`src/rtl/mole_hit_detector.sv`:
```
// Turns raw whack-a-mole pushbuttons into single-cycle hit/miss scoring events.
// Optional build macro: MISS_PENALTY_EN enables the player_missed pulse.
`timescale 1ns/1ps
module mole_hit_detector #(
   parameter int unsigned N_MOLES         = 4,
   parameter int unsigned DEBOUNCE_CYCLES = 1000000
) (
   input  logic               clkIn,
   input  logic               reset,
   input  logic               game_active,
   input  logic [N_MOLES-1:0] btn_raw,
   input  logic [N_MOLES-1:0] mole_up,
   output logic               player_scored,
   output logic [N_MOLES-1:0] mole_hit,
   output logic               player_missed
);

   localparam int unsigned CNT_W = $clog2(DEBOUNCE_CYCLES + 1);
   localparam logic [CNT_W-1:0] CNT_MAX = CNT_W'(DEBOUNCE_CYCLES);

   logic [N_MOLES-1:0] sync_q1;
   logic [N_MOLES-1:0] sync_q2;
   logic [N_MOLES-1:0] btn_stable;
   logic [N_MOLES-1:0] stable_q;
   logic [CNT_W-1:0]   db_cnt [N_MOLES];

   logic [N_MOLES-1:0] press_c;
   logic [N_MOLES-1:0] hit_cand_c;
   logic [N_MOLES-1:0] hit_sel_c;

   // Two-flop synchroniser for the asynchronous buttons
   always_ff @(posedge clkIn or negedge reset) begin
      if (!reset) begin
         sync_q1 <= '0;
         sync_q2 <= '0;
      end else begin
         sync_q1 <= btn_raw;
         sync_q2 <= sync_q1;
      end
   end

   // Debounce: a level change is accepted once the counter has saturated at CNT_MAX
   always_ff @(posedge clkIn or negedge reset) begin
      if (!reset) begin
         btn_stable <= '0;
         for (int i = 0; i < int'(N_MOLES); i++) begin
            db_cnt[i] <= '0;
         end
      end else begin
         for (int i = 0; i < int'(N_MOLES); i++) begin
            if (sync_q2[i] != btn_stable[i]) begin
               if (db_cnt[i] == CNT_MAX) begin
                  btn_stable[i] <= sync_q2[i];
                  db_cnt[i]     <= '0;
               end else begin
                  db_cnt[i] <= db_cnt[i] + CNT_W'(1);
               end
            end else begin
               db_cnt[i] <= '0;
            end
         end
      end
   end

   // Previous debounced level for rising-edge detection
   always_ff @(posedge clkIn or negedge reset) begin
      if (!reset) begin
         stable_q <= '0;
      end else begin
         stable_q <= btn_stable;
      end
   end

   // Lowest-index hit candidate wins; the others are dropped
   always_comb begin
      press_c    = btn_stable & ~stable_q;
      hit_cand_c = press_c & mole_up & {N_MOLES{game_active}};
      hit_sel_c  = hit_cand_c & (~hit_cand_c + N_MOLES'(1));
   end

   always_ff @(posedge clkIn or negedge reset) begin
      if (!reset) begin
         player_scored <= 1'b0;
         mole_hit      <= '0;
      end else begin
         player_scored <= |hit_sel_c;
         mole_hit      <= hit_sel_c;
      end
   end

`ifdef MISS_PENALTY_EN
   // Any press on a lowered mole collapses into one miss pulse
   always_ff @(posedge clkIn or negedge reset) begin
      if (!reset) begin
         player_missed <= 1'b0;
      end else begin
         player_missed <= game_active & (|(press_c & ~mole_up));
      end
   end
`else
   assign player_missed = 1'b0;
`endif

endmodule

```
`config.mk`:
```
export PLATFORM = sky130hd
export DESIGN_NAME = mole_hit_detector
export DESIGN_NICKNAME = d
export VERILOG_FILES = /design/src/rtl/mole_hit_detector.sv
export SDC_FILE = /design/constraint.sdc
export NUM_CORES = 1
export LEC_CHECK = 0
export BUFFER_PORTS_ARGS = -buffer_cell sky130_fd_sc_hd__buf_4
export CAP_MARGIN = 20
export CORE_AREA = 2 2 102 104
export DETAILED_ROUTE_END_ITERATION = 7
export DIE_AREA = 0 0 104 106
export PLACE_DENSITY = 0.65
export SKIP_CTS_REPAIR_TIMING = 1
export SLEW_MARGIN = 10
export SYNTH_ARGS = -nofsm -noshare
export SYNTH_HDL_FRONTEND = slang
export SYNTH_SLANG_ARGS = --single-unit
```
`constraint.sdc`:
```
create_clock -name clkIn -period 2.25 [get_ports clkIn]
set_clock_uncertainty 0.1 [all_clocks]
set_input_delay 0.225 -clock clkIn [delete_from_list [all_inputs] [get_ports clkIn]]
set_output_delay 0.225 -clock clkIn [all_outputs]
set_load 0.05 [all_outputs]
```
# Word-level counts from Yosys, hierarchy flattened
# Cells that the tools add are included.
# totals
ff_bits	101
input_bits	11
output_inout_bits	6
word_cells	45
# classes
add_sub_neg	5
eq_ne	8
mux	8
bitwise_logic	6
n_reduce_logical	5
# op_table
cell	n
20-bit 2-to-1 mux	8
20-bit by 1-bit adder with 20-bit output, second input constant	4
20-bit equality test, second input constant	4
4-bit bitwise AND	4
4-bit inverter	2
2-bit AND reduction	4
4-bit by 1-bit adder with 4-bit output, second input constant	1
1-bit inequality test	4
4-bit OR reduction	1

# Longest topological paths before layout
# logic_depth
word_depth	8
ltp_mapped	7
depth_no_buf	6

# Worst setup path before layout
# Ideal clock, no wire load.
# synth_timing
path_type	reg-to-reg
from	register db_cnt[73] (netlist name)
to	register db_cnt[62] (netlist name)
t_arrival_ps	1683
setup_slack_ps	345
path_stages_with_launch	6
path_buffers	2
path_cell_list	dfrtp_1 clkbuf_1 or4b_1 o41ai_1 buf_2 nor2_1
# synth_between
elab_chain_cells	3
# synth_lines
element	line	source
from (decl)	25	logic [CNT_W-1:0] db_cnt [N_MOLES];
from (signal, indexed assignment)	56	db_cnt[i] <= db_cnt[i] + CNT_W'(1);
20-bit equality test	52	if (db_cnt[i] == CNT_MAX) begin
20-bit 2-to-1 mux	52	
20-bit 2-to-1 mux	51	if (sync_q2[i] != btn_stable[i]) begin
# Every way passes these cells.
# A chain may end at the register's enable or synchronous reset.

# Worst setup path in the final report
# layout_timing
from	register db_cnt[20] (netlist name)
to	register db_cnt[38] (netlist name)
# layout_between
elab_chain_cells	3
word_cells_on_any_way	4
cone_classes	add/sub: 1; eq/ne: 1; mux: 2
# layout_lines
element	line
20-bit by 1-bit adder with 20-bit output or 20-bit equality test (tied branches)	56, 52
20-bit 2-to-1 mux *	52
20-bit 2-to-1 mux *	51
# Every way passes the cells marked *; elsewhere a longest branch is shown, timed or not.

==> summary.md <==
| Metric | Value |
|---|---|
| Status | complete, no violations |
| Final Hold Fails | 0 |
| Global placement routability congestion | 0.818 |
| Ys async rst share | 100% |
| R2R setup slack | 0.23 ns |
| Dpl ws | 0.228 ns |
| Hold_ws | 0.0339 ns |
| Critical Path Sink Type | flop |
| Via/cell ratio | 5.40 |
| Tcrit/Tclk final | 89.6% |
| Area delta synth->final | 11.0% |
| Peak Freq | 496 MHz |
| Post-Route WL | 9.11 mm |
| First drt pass iteration count | 5 |
| Num CTS Buffers | 9 |
| Xor/xnor share of the synthesized area | 9.76% |
| Worst-Margin Slew | 0.624 ns |
| Setup CP Type | flop to flop |
| Maximum vdd drop | 503 µV |
| Min-Delay Path Depth | 3 |
| FF+latch count, synth | 101 |
| Largest net degree at the start of global routing | 102 |
| I/O pins | 17 |
| Pwr/cell area | 586 mW/mm² |
| Clock transition at the registers of the reported paths | 0.10 ns |
| Clk sinks | 101 |
| Period minus WS final | 2.02 ns |
| Multiplexer share of the synthesized area | 1.14% |
| Total number of vias | 3,514 |
| Grt total ovfl | 0 |
| Worst-path maximum fanout | 7 |
| Iter 0 DRT Violations | 173 |
| Die area | 0.0110 mm² |
| RR Startpoint | db_cnt[20] |
| Worst Setup Slack, final | 0.234 ns |
| Syn Nets | 506 |
| First-pass GRT wire length | 15.8 mm |
| Hold crit path type | input pin to flop |
| Layout cell share with drive strength beyond 1 | 9.90% |
| Crit path launch type | flop |
| Overall global routing resource usage | 17.7% |
| PnR Total Power | 3.15 mW |
| Finish-stage setup viols | 0 |
| Final setup TNS | 0 ns |
| # H-tree levels | 3 |
| Hpwl dp | 6.24 mm |
| Commonest non-fill, non-tap cell in the layout | dfrtp_1 |
| Post-Synthesis Cells | 487 |
| Initial antenna violation count | 0 |
| Synth Area in Compound Gates | 5.55% |
| Largest family of logic cells by synthesized area | simple AND/OR/NAND/NOR gates |
| Leak pwr | 2.18 nW |
| Crit path DAT | 2.22 ns |
| Cell area after synthesis | 0.00484 mm² |
| Post-synth EDFFs | 0 |
| Rel. slew slack | 58.0% |
| Drc violations | 0 |
| Worst-skew pair later-pin latency | 0.38 ns |
| Post-synth cell types | 46 |
| Synth Area in Simple Gates | 26.2% |
| CTS root buf | clkbuf_8 |
| Max-Cap Viols | 0 |
| Diode count | 0 |
| RSZ-0062 raised after global routing | no |
| Mean Syn Cell Area | 9.95 µm² |
| Sequential share of the synthesized area | 52.2% |
| Number of global-route vias before repair | 3,305 |
| Hold Path Origin | mole_up[1] |
| Number of port buffers | 15 |
| Critical Path Start | db_cnt[20] |
| Worst reg2reg path depth | 5 |
| Req. time, crit path | 2.46 ns |
| CTS tree | done |
| Core Region | 0.0100 mm² |
| CTS Buffer Depth | 2 |
| Finished Layout Cells | 651 |
| Yosys warns | 0 |
| DIE WIDTH | 104 µm |
| # rows | 37 |
| Die Y | 106 µm |
| Commonest cells after routing, fill and taps aside | 101 x dfrtp_1, 73 x nor2_1, 32 x xnor2_1 |
| Post-DR wirelength/cell | 14.0 µm |
| Post-synthesis adder-cell area fraction | 2.07% |
| Final Slew Violations | 0 |
| Initial core utilization | 48.4% |
| Final nets | 529 |
| DRT antenna net count | 0 |
| Main synth FF type | dfrtp_1 |
| DP Cell Count | 630 |
==> critical path: stages (launching register included) <==
cell and delay, ns:
dfrtp_1 0.42, ha_1 0.23, nand2_1 0.12, or3_1 0.47, or4_1 0.44, a21oi_1 0.16
==> final cells by class <==
class	instances	area [µm²]
fillers	936	4620
flip-flops and latches	101	2530
multi-input cells	350	2180
repair buffers	28	235
well taps	136	170
clock buffers	10	128
inverters	20	75.1
clock inverters	6	63.8
==> per-stage QoR <==
stage | instance area, µm² | util [%]
floorplan | 4840 | -
global placement | 5140 | 51.4
detailed placement | 5140 | 51.4
CTS | 5330 | 53.3
global route | 5380 | 53.8
finish | 5380 | 53.8
==> cell families (layout without fill, tap and decap cells) <==
logic type               Yosys count  count (layout)
AO/OA/AOI/OAI                     47              47
flip-flops                       101             101
multiplexers                       5               5
adder cells (fa/ha/maj)            8               8
other                              1               1
buffers and inverters             36              64
AND/OR/NAND/NOR                  235             235
XOR/XNOR                          54              54
==> per-layer routing <==
metal	part of all wire [%]	vias up	track usage [%]
li1	-	1750	-
met1	49	1707	24.5
met2	46	48	27.3
met3	3.8	9	5.33
met4	1.1	0	4.73
met5	0	-	0
==> power breakdown <==
| part | total (mW) | switching (mW) | internal (mW) | leakage (nW) |
|---|---|---|---|---|
| sequential | 1.86 | 0.0255 | 1.84 | 1.38 |
| combinational | 0.147 | 0.0932 | 0.0542 | 0.707 |
| clock | 1.14 | 0.630 | 0.513 | 0.0923 |
| total | 3.15 | 0.749 | 2.40 | 2.18 |
==> Yosys cell counts, drive strengths merged (6+ instances only) <==
cell type	count	area share (%)
nor3	12	1.2
dfrtp	101	52
o31ai	7	1.1
or4	10	1.6
nand4	21	2.8
nand3	28	3.0
clkbuf	11	0.90
ha	8	2.1
nor4	12	1.5
and3	6	0.77
nor2	73	5.7
xnor2	32	5.8
a21oi	21	2.2
o21ai	16	1.7
and4	6	1.1
xor2	22	4.0
nand2	28	2.2
inv	20	1.5
or3	15	1.9
==> final timing paths <==
kind,end
min reg2reg,sync_q2[0]
min in group asynchronous,db_cnt[46]
max in group asynchronous,db_cnt[73]
max reg2reg,db_cnt[38]
max,db_cnt[38]
min,mole_hit[1]
==> flip-flops by register name (all words and copies together), names as in the netlist <==
signal	count
sync_q2	4
stable_q	4
btn_stable	4
player_scored	1
sync_q1	4
db_cnt	80
mole_hit	4
No activity file was read; power rests on OpenSTA's default activity.
